<file path="src/rtl/vigenere_stream_cipher.sv">
// Streaming key-based character cipher with valid/ready in/out and a runtime-loadable key.
// Define VIGENERE_ALPHA_EN to restrict the cipher to 'A'..'Z' (mod 26) with pass-through otherwise.
module vigenere_stream_cipher #(
  parameter int unsigned DATA_W  = 8,
  parameter int unsigned KEY_MAX = 16,
  parameter int unsigned KIDX_W  = $clog2(KEY_MAX) + 1
) (
  input  logic              clk,
  input  logic              rst_n,
  input  logic              key_we,
  input  logic [KIDX_W-1:0] key_addr,
  input  logic [DATA_W-1:0] key_wdata,
  input  logic [KIDX_W-1:0] key_len,
  input  logic              mode,
  input  logic              start,
  input  logic              s_valid,
  output logic              s_ready,
  input  logic [DATA_W-1:0] s_data,
  input  logic              s_last,
  output logic              m_valid,
  input  logic              m_ready,
  output logic [DATA_W-1:0] m_data,
  output logic              m_last,
  output logic              busy,
  output logic              err
);

  localparam int unsigned AW    = (KEY_MAX > 1) ? $clog2(KEY_MAX) : 1;
  localparam int unsigned DEPTH = 2 ** AW;

  typedef enum logic [1:0] {StIdle, StRun, StFlush} state_e;

  state_e              state_q;
  logic [KIDX_W-1:0]   len_q;
  logic [KIDX_W-1:0]   kidx_q;
  logic                mode_q;
  logic                m_valid_q;
  logic [DATA_W-1:0]   m_data_q;
  logic                m_last_q;
  logic                err_q;

  // Key storage is deliberately unreset so it survives an aborting reset.
  logic [DATA_W-1:0]   key_mem [DEPTH];
  logic [DATA_W-1:0]   key_cur;
  logic [DATA_W-1:0]   cipher;
  logic                advance;
  logic                in_hs;
  logic                out_hs;
  logic                len_ok;
  logic [KIDX_W-1:0]   kidx_nxt;

  assign key_cur  = key_mem[kidx_q[AW-1:0]];
  assign s_ready  = (state_q == StRun) && (!m_valid_q || m_ready);
  assign in_hs    = s_valid && s_ready;
  assign out_hs   = m_valid_q && m_ready;
  assign len_ok   = (key_len != '0) && (key_len <= KIDX_W'(KEY_MAX));
  assign kidx_nxt = (kidx_q == len_q - KIDX_W'(1)) ? '0 : kidx_q + KIDX_W'(1);

  assign m_valid = m_valid_q;
  assign m_data  = m_data_q;
  assign m_last  = m_last_q;
  assign busy    = (state_q != StIdle);
  assign err     = err_q;

`ifdef VIGENERE_ALPHA_EN
  localparam logic [DATA_W-1:0] ChA = DATA_W'(65);
  localparam logic [DATA_W-1:0] ChZ = DATA_W'(90);
  localparam logic [DATA_W-1:0] Mod = DATA_W'(26);

  logic                is_alpha;
  logic [DATA_W-1:0]   c_off;
  logic [DATA_W-1:0]   k_off;
  logic [DATA_W-1:0]   r;

  always_comb begin
    is_alpha = (s_data >= ChA) && (s_data <= ChZ);
    c_off    = s_data - ChA;
    k_off    = key_cur - ChA;
    r        = '0;
    if (mode_q) begin
      r = (c_off >= k_off) ? (c_off - k_off) : (c_off + Mod - k_off);
    end else begin
      r = c_off + k_off;
      if (r >= Mod) r = r - Mod;
    end
    cipher  = is_alpha ? (r + ChA) : s_data;
    advance = is_alpha;
  end
`else
  always_comb begin
    cipher  = mode_q ? (s_data - key_cur) : (s_data + key_cur);
    advance = 1'b1;
  end
`endif

  always_ff @(posedge clk) begin
    if ((state_q == StIdle) && key_we && (key_addr < KIDX_W'(KEY_MAX))) begin
      key_mem[key_addr[AW-1:0]] <= key_wdata;
    end
  end

  always_ff @(posedge clk or negedge rst_n) begin
    if (!rst_n) begin
      state_q   <= StIdle;
      len_q     <= '0;
      kidx_q    <= '0;
      mode_q    <= 1'b0;
      m_valid_q <= 1'b0;
      m_data_q  <= '0;
      m_last_q  <= 1'b0;
      err_q     <= 1'b0;
    end else begin
      err_q <= 1'b0;
      // A new accept takes priority over draining, keeping m_valid high.
      if (in_hs) begin
        m_data_q  <= cipher;
        m_last_q  <= s_last;
        m_valid_q <= 1'b1;
      end else if (out_hs) begin
        m_valid_q <= 1'b0;
      end
      unique case (state_q)
        StIdle: begin
          if (start) begin
            if (len_ok) begin
              len_q   <= key_len;
              mode_q  <= mode;
              kidx_q  <= '0;
              state_q <= StRun;
            end else begin
              err_q <= 1'b1;
            end
          end
        end
        StRun: begin
          if (in_hs) begin
            if (advance) kidx_q <= kidx_nxt;
            if (s_last) state_q <= StFlush;
          end
        end
        StFlush: begin
          if (out_hs && m_last_q) state_q <= StIdle;
        end
        default: state_q <= StIdle;
      endcase
    end
  end

endmodule

</file>
<file path="config.mk">
export PLATFORM = sky130hd
export DESIGN_NAME = vigenere_stream_cipher
export DESIGN_NICKNAME = d
export VERILOG_FILES = /design/src/rtl/vigenere_stream_cipher.sv
export SDC_FILE = /design/constraint.sdc
export NUM_CORES = 1
export LEC_CHECK = 0
export BUFFER_PORTS_ARGS = -buffer_cell sky130_fd_sc_hd__buf_2
export CORE_ASPECT_RATIO = 0.6
export CORE_UTILIZATION = 35
export CTS_CLUSTER_SIZE = 16
export DETAILED_ROUTE_END_ITERATION = 10
export MAX_ROUTING_LAYER = met4
export PLACE_DENSITY = 0.49
export SETUP_SLACK_MARGIN = 0.2
export SYNTH_ARGS = -nofsm -noshare
export SYNTH_HDL_FRONTEND = slang
export SYNTH_SLANG_ARGS = --single-unit
</file>
<file path="constraint.sdc">
create_clock -name clk -period 6.95 [get_ports clk]
set_input_delay 2.085 -clock clk [delete_from_list [all_inputs] [get_ports clk]]
set_output_delay 2.085 -clock clk [all_outputs]
set_load 0.01 [all_outputs]
</file>
After elaboration in Yosys (flattened, before gate mapping)
Memories as Yosys holds them, arrays and structs flattened.
Index checks and enable logic that the tools add are counted.

storage, ports and cells
  output and inout port bits = 13
  memory bits (writable) = 128
  bits in registers = 24
  memories = 1
  logic and storage cells = 59

cells by class
  add/subtract/negate cells = 4
  equal/unequal tests = 8
  magnitude comparators = 2
  mux-type cells = 19
  reductions and logical operators = 17

memory list
  memory   words  width  rd ports  clocked after memory_dff  wr ports  line  RTL
  key_mem  16     8      1         0                         1         43    logic [DATA_W-1:0] key_mem [DEPTH];

operators by type and width
  operator                                                               number
  5-bit 2-to-1 mux                                                       4
  2-bit 2-to-1 mux                                                       5
  2-bit != test, second input constant                                   5
  5-bit one-hot mux with 2 select lines                                  1
  8-bit adder                                                            1
  8-bit 2-to-1 mux                                                       1
  8-bit subtractor                                                       1
  1-bit logical AND                                                      7
  1-bit 2-to-1 mux                                                       7
  2-bit one-hot mux with 3 select lines                                  1
  2-bit nonzero test                                                     3
  5-bit by 1-bit adder with 5-bit output, second input constant          1
  5-bit equality test                                                    1
  5-bit <= comparator, second input constant                             1
  5-bit less-than comparator, second input constant                      1
  5-bit AND reduction                                                    1
  5-bit nonzero test                                                     1
  5-bit by 1-bit subtractor with 5-bit output, second input constant     1
  4-bit AND reduction                                                    1
  3-bit AND reduction                                                    1
  2-bit by 1-bit equality test with 1-bit output, second input constant  1
  2-bit equality test, second input constant                             1
  2-bit zero test                                                        1
  1-bit zero test                                                        1
  1-bit logical OR                                                       1

Depth between registers and ports, before layout
Gate-level depths: netlist of run 1.

  word-level depth = 6
  depth in mapped cells = 16
  depth with buffers taken out = 14

Least setup slack after synthesis of run 1
No wires, ideal clock.

  kind = input to output
  start point = input port m_ready
  end point = output port s_ready
  data required time = 4.865 ns
  arrival = 2.384 ns
  stages on the path = 2
  path slack = 2.481 ns
  cells stage by stage = inv_1 > a21oi_1

between the ends
  cells in the longest elaborated chain, start to end = 2

ends and longest elaborated chain
  what               line  RTL
  start, declared    21    input logic m_ready,
  1-bit logical OR   53    assign s_ready = (state_q == StRun) && (!m_valid_q || m_ready);
  1-bit logical AND  53
  end, declared      17    output logic s_ready,

Every way passes these cells.

Final worst setup path of run 1
Ends and elaborated chain as after synthesis.

==> results of run 1 <==
-- sequential cells by signal (all words and copies together) (netlist names) --
| name | count |
|---|---|
| m_data | 8 |
| m_last | 1 |
| len_q | 5 |
| err | 1 |
| kidx_q | 5 |
| mode_q | 1 |
| state_q | 2 |
| m_valid | 1 |
| key_mem | 128 |
-- through the flow --
step	cell area (sq um)	total power [mW]	hold slack [ns]	util (%)	setup slack (ns)
CTS	7530	2.95	0.484	42.9	2.28
global placement	6940	2.03	0.459	39.5	2.30
floorplan	6430	1.81	0.501	-	2.48
global route	7530	3.09	0.501	42.9	2.22
finish	7530	2.92	0.475	42.9	2.27
detailed placement	6940	2.03	0.469	39.5	2.29
-- critical path: stages --
cell and delay [ns]:
buf_2 0.10, inv_1 0.04, a21oi_1 0.20, buf_2 0.17
-- power breakdown --
part           internal [mW]  switching, mW  leakage, nW  total [mW]
logic                  0.410          0.452        0.912       0.861
registers               1.06         0.0852         1.45        1.14
clock network          0.552          0.366        0.302       0.918
-- layout make-up --
class | instances | area [sq um] | area share, %
repair buffers | 52 | 275 | 3.65
clock inverters | 8 | 51.3 | 0.681
clock buffers | 24 | 547 | 7.26
well taps | 234 | 293 | 3.89
multi-input cells | 203 | 1870 | 24.9
flip-flops and latches | 152 | 4450 | 59.0
inverters | 13 | 48.8 | 0.648
-- cells in the final DEF (no fill, tap or decap), drive strengths merged, types with 10 or more instances in the layout --
cell      n
buf      52
clkbuf   24
dfrtp    24
edfxtp  128
ha       10
inv      16
mux4     32
nand2    26
nor2     21
o21ai    13
-- synth_stat cells (all sizes together) (2+ instances only) --
cell,number,share of area [%]
clkbuf,2,0.12
a31oi,2,0.19
ha,10,1.9
xor2,8,1.1
a22o,4,0.54
xnor2,9,1.2
a21oi,7,0.54
nand4,2,0.19
buf,9,0.84
nand3,3,0.23
nor2,21,1.2
nand2,26,1.5
nor2b,4,0.39
nand2b,5,0.49
a22oi,8,0.93
nor4,2,0.19
mux4,32,11
inv,13,0.76
o21bai,2,0.23
dfrtp,24,9.3
edfxtp,128,60
mux2,8,1.4
nor3,9,0.70
a21o,6,0.70
o31ai,5,0.66
o21ai,13,1.0
mux2i,5,0.78
-- per-layer routing --
metal	vias to the layer above	routed length (um)	GRT usage (%)
met5	-	0	-
li1	1613	-	-
met2	74	5780	21.1
met1	1814	7300	25.9
met4	0	127	4.25
met3	13	841	4.57
-- worst max-delay path by stage --
stage | cells past startpoint | to
floorplan | 2 | s_ready
global placement | 4 | s_ready
detailed placement | 4 | s_ready
CTS | 4 | s_ready
global route | 14 | m_data[7]
finish | 4 | s_ready
-- kinds of logic after synthesis --
logic type | after synthesis | share of synthesized area, %
DFF | 152 | 69.1
xor gates and xnor gates | 17 | 2.32
AOI/OAI and AO/OA | 53 | 5.72
and+or+nand+nor | 77 | 5.47
adders and majority gates | 11 | 2.26
buffers and inverters | 24 | 1.71
muxes | 45 | 13.4
==> impl_metrics.csv, run 1 <==
group,metric,value,unit
route,final_antenna_net_count,0,
sta,hold_violations,0,
setup_path,r2r_cells,14,
power,power_density,388,nW/um^2
sta,fin_worst_skew,0.0107,ns
grt,first_global_vias,3508,
sta,tightestPinTransition,1.08,ns
setup_path,rr_endpoint,"m_data[7]",
route,wirelength,14.0,mm
flow_run,cap_violations,0,
setup_path,r2r_slack,2.55,ns
floorplanning,num_rows,37,
floorplanning,die-area,18900,sq um
yosys,ys_warn_count,0,
route,num_vias,3514,
yosys,ys_types,43,
sta,period_minus_slack,4.68,ns
clock_tree,ctsResizeCount,0,
sta,setup_viol,0,
placement,hpwl,9.53,mm
sta,drv_slew,0,
clock_tree,clk_latency,0.42,ns
floorplanning,die_w,177,um
grt,antenna_found_initial,0,
yosys,synth-seq-cells,152,
min_path,hold_class,"flop to flop",
finish,final_nets,484,
power,p_leak,2.67,nW
clock_tree,htreeDepth,4,
clock_tree,clkTransAtPathRegs,0.06,ns
sta,period_share,67.4,%
finish,area_growth,17.2,%
clock_tree,cts_hold_buf,0,
grt,overflow,0,
placement,io_buffers,46,
setup_path,crit_type,"input port to output port",
sta,relSlewSlack,27.5,%
finish,insertedDiodeCount,0,
yosys,syn_nets,424,
finish,fin_cells,686,
yosys,synthArstFlopShare,15.8,%
clock_tree,cts.sinks,152,
placement,gp_congestion,0.777,
floorplanning,fp.dieH,107,um
grt,grt.total_usage,16.7,%
min_path,min_from,"m_data[0]",
yosys,postSynthAreaPerCell,17.0,sq um
power,vdd_drop_max,0.000153,V
min_path,whs_path_depth,2,
setup_path,critPathArrivalTime,2.60,ns
clock_tree,cts.path.max_buffers,2,
sta,setup_tns,0,ns
sta,fmax,214,MHz
setup_path,worstReg2RegStart,"kidx_q[0]",
clock_tree,cts_tree,"yes",
route,vias_per_cell,5.12,
setup_path,critical_path_required,4.87,ns
yosys,postSynthCellCount,379,
route,drtIter0Drc,290,
outcome,status,"finished clean",
placement,dp.cells,654,
yosys,seq_area_frac_synth,69.1,%
finish,drive_above_1_share,27.7,%
finish,fill_cells,1566,
floorplanning,core_area,17500,sq um
clock_tree,cts_made_buffers,17,
setup_path,path_max_fanout,3,
clock_tree,postCtsSetupBuffers,0,
grt,grt_max_degree,34,
sta,rsz0062_at_grt,"no",
floorplanning,start_util,36.6,%
setup_path,worstSetupEndpointType,"output port",
yosys,synth.cell_area,6430,sq um
clock_tree,root_buffer,"clkbuf_16",
min_path,min_to,"m_data[0]",
yosys,synth_flop_cell,"edfxtp_1",
route,firstDrtPassIters,4,
setup_path,cp-start-kind,"input port",
floorplanning,ios,47,
setup_path,cp-startpoint,"m_ready",
route,wire_per_inst,20.5,um
grt,grt_pass1_wl,21.7,mm
yosys,synth_enable_flop_cells,128,
route,drc,0,
Note: power is estimated with default switching activity, not from simulation.
==> inputs of run 2 (changes only) <==
--- a/config.mk
+++ b/config.mk
@@ -5,13 +5,14 @@
 export SDC_FILE = /design/constraint.sdc
 export NUM_CORES = 1
 export LEC_CHECK = 0
+export ABC_AREA = 1
 export BUFFER_PORTS_ARGS = -buffer_cell sky130_fd_sc_hd__buf_2
 export CORE_ASPECT_RATIO = 0.6
 export CORE_UTILIZATION = 35
 export CTS_CLUSTER_SIZE = 16
 export DETAILED_ROUTE_END_ITERATION = 10
 export MAX_ROUTING_LAYER = met4
-export PLACE_DENSITY = 0.49
+export PLACE_DENSITY = 0.51
 export SETUP_SLACK_MARGIN = 0.2
 export SYNTH_ARGS = -nofsm -noshare
 export SYNTH_HDL_FRONTEND = slang
==> constraint.sdc (replaced) <==
create_clock -name clk -period 3.8 [get_ports clk]
set_input_delay 1.14 -clock clk [delete_from_list [all_inputs] [get_ports clk]]
set_output_delay 1.14 -clock clk [all_outputs]
set_load 0.01 [all_outputs]
==> run 2 against run 1 <==
Net effect:
- non-clock buffer count is 21 higher
- combinational power is 96% higher
- power is 80% higher
- via count is 41% higher
- clock power is 71% higher
- critical path depth is 19 higher
- clock skew hardly changed
- wire length is 21% higher
- sequential share of layout area is 4.6 points lower
- worst hold slack better by 0.011 ns
- die area is 9.3% higher
- global-route usage is 1.6 points higher
- critical path type is now flop to flop
- highest routed layer unchanged
==> impl_metrics.csv, run 2 <==
group,metric,value,unit
floorplanning,num_rows,39,
yosys,synth-adder-area-share,2.06,%
sta,relSlewSlack,38.5,%
route,num_vias,4943,
setup_path,crit_buf_inv,4,
setup_path,cp-start-kind,"flop",
floorplanning,die-area,20700,sq um
grt,grt_pass1_wl,26.9,mm
placement,io_buffers,46,
sta,fmax,311,MHz
setup_path,crit_type,"flop to flop",
flow_run,cap_violations,0,
yosys,synth_flop_cell,"edfxtp_1",
yosys,ys_warn_count,0,
sta,hold_violations,0,
power,vdd_drop_max,0.000333,V
power,internal-power,3.42,mW
yosys,synth_enable_flop_cells,128,
clock_tree,postCtsSetupBuffers,0,
sta,rsz0062_at_grt,"no",
setup_path,path_depth,23,
setup_path,worstSetupEndpointType,"flop",
finish,area_growth,16.2,%
finish,final_nets,818,
yosys,synthTopCellsByArea,"edfxtp_1 (55%), nand2_1 (11%), dfrtp_1 (8.5%)",
yosys,postSynthAreaPerCell,9.91,sq um
setup_path,critical_path_required,4.12,ns
power,p_seq_share,38.3,%
route,vias_per_cell,4.70,
sta,setup_slack,0.582,ns
yosys,synth.cell_area,7030,sq um
grt,antenna_found_initial,0,
placement,dp.cells,1020,
yosys,synthArstFlopShare,15.8,%
placement,place_ws,0.447,ns
finish,insertedDiodeCount,0,
floorplanning,ios,47,
yosys,synth_top_family_by_area,"simple AND/OR/NAND/NOR gates",
yosys,synthTopCellsByCount,"nand2_1 (198), edfxtp_1 (128), inv_1 (89)",
clock_tree,cts_hold_buf,0,
grt,overflow,0,
clock_tree,clk_latency,0.43,ns
clock_tree,cts_tree,"yes",
floorplanning,fp.dieH,112,um
placement,dpl_cell_area,7610,sq um
yosys,synth_compound_area_share,3.79,%
clock_tree,cts_made_buffers,17,
sta,drv_slew,0,
yosys,yosys.area.top_type_share,54.7,%
route,wire_per_inst,16.2,um
clock_tree,htreeDepth,4,
route,firstDrtPassIters,5,
grt,first_global_vias,4726,
floorplanning,start_util,36.3,%
floorplanning,core_area,19400,sq um
route,final_antenna_net_count,0,
placement,hpwl,11.7,mm
clock_tree,ctsResizeCount,0,
setup_path,path_max_fanout,20,
setup_path,cp_slowest_cell,"dfrtp_1",
power,swShare,35.0,%
yosys,yosysTopAreaCell,"edfxtp_1",
finish,drive_above_1_share,14.8,%
sta,period_share,84.7,%
outcome,status,"finished clean",
setup_path,worst_path_most_repeated_cell,"nand2_1",
yosys,seq_area_frac_synth,63.2,%
setup_path,r2r_cells,23,
yosys,ys_types,33,
sta,fin_worst_skew,0.0110,ns
grt,grt_max_degree,38,
grt,grt.total_usage,18.3,%
finish,final_area,8170,sq um
sta,period_minus_slack,3.22,ns
yosys,yosysMostFrequentCell,"nand2_1",
setup_path,path_cells,"inv_2 > o211ai_1 > nand3_1 > nand3_1 > nand2_1 > inv_1 > ha_1 > inv_1 > nand2_1 > xor2_1 > ha_1 > a21oi_1 > nand2_1 > nand2_1 > nand2_1 > a21oi_1 > nor2_1 > nor2_1 > o21bai_1 > inv_1 > nand2_1 > nand3_1 > nand2_1",
clock_tree,clkTransAtPathRegs,0.07,ns
clock_tree,cts.sinks,152,
floorplanning,die_w,185,um
finish,fill_cells,1895,
finish,final_common_cell,"nand2_1",
power,combPwrFrac,32.0,%
power,p_leak,3.52,nW
yosys,synthMuxAreaShare,0,%
route,drc,0,
finish,largest_reg_flops,128,
route,wirelength,17.0,mm
power,power_density,645,nW/um^2
placement,gp_congestion,0.796,
yosys,syn_nets,755,
finish,fin_cells,1052,
yosys,synth-seq-cells,152,
yosys,synth_xor_xnor_area_share,1.99,%
power,clockPowerShare,29.7,%
setup_path,cp_top_family,"simple AND/OR/NAND/NOR gates",
sta,tightestPinTransition,0.919,ns
sta,setup_tns,0,ns
power,p_sw,1.85,mW
sta,setup_viol,0,
yosys,postSynthCellCount,710,
route,drtIter0Drc,399,
sta,holdWs,0.486,ns
finish,layout_common_cells,"nand2_1 (198), edfxtp_1 (128), inv_1 (89)",
setup_path,critPathArrivalTime,3.54,ns
yosys,yosys.area_share.simple,21.3,%
clock_tree,root_buffer,"clkbuf_16",
min_path,hold_class,"flop to flop",
setup_path,max_stage_delay,0.39,ns
min_path,whs_path_depth,2,
clock_tree,cts.path.max_buffers,2,
[run 2: cell types whose count changed after synthesis, moves of 8 or more]
cell / change
a22oi_1: -8
mux4_2: -32
buf_2: +11
o21ai_0: +15
inv_1: +76
nand3_1: +82
mux2_2: -8
nor2_1: +43
nand2_1: +172
[run 2: worst paths after layout]
path / from / to / slack [ns]
worst max-delay path: kidx_q[1] / m_data[7] / 0.58
worst min-delay path: m_data[2] / m_data[2] / 0.49
worst max register to register: kidx_q[1] / m_data[7] / 0.58
worst min register to register: m_data[2] / m_data[2] / 0.49
max in group asynchronous: rst_n / kidx_q[0] / 2.67
min in group asynchronous: rst_n / m_data[3] / 0.71
[run 2: per-layer routing]
metal / wire (um) / global-route usage, %
met2: 6900 / 24.0
met1: 9190 / 28.1
met3: 828 / 3.89
met4: 106 / 5.07
met5: 0 / -
[run 2: logic make-up (layout without fill, tap and decap cells)]
kind of cell	Yosys count	in the layout
simple gates	361	361
flops	152	152
buf+inv	122	198
compound gates	48	48
xor+xnor	16	16
fa+ha+maj	11	11
[run 2: tightest hold or removal path, delay by kind of cell, from the launching register on]
family | cells | cell delay (ns)
flip-flops | 1 | 0.34
AO/OA/AOI/OAI | 1 | 0.06
AND/OR/NAND/NOR | 1 | 0.05
[run 2: cell type report]
class	count	area [sq um]	share of cell area [%]
Inverter	93	352	4.30
Multi-Input combinational cell	436	2050	25.1
Clock inverter	14	96.3	1.18
Sequential cell	152	4450	54.4
Tap cell	266	333	4.07
Timing Repair Buffer	73	449	5.50
Clock buffer	18	450	5.51
[run 2: through the flow]
stage	util, %	power [mW]
floorplan	-	3.31
CTS	42.1	5.30
detailed placement	39.3	3.73
global placement	39.3	3.69
global route	42.2	5.64
finish	42.2	5.27
[run 2: power groups by stage]
stage	clock, mW	sequential, mW	combinational (mW)
6_report	1.57	2.02	1.69
5_1_grt	1.68	2.03	1.93
4_1_cts	1.59	2.02	1.69
3_5_place_dp	0	2.05	1.68
3_3_place_gp	0	2.04	1.65
2_1_floorplan	0	2.06	1.25
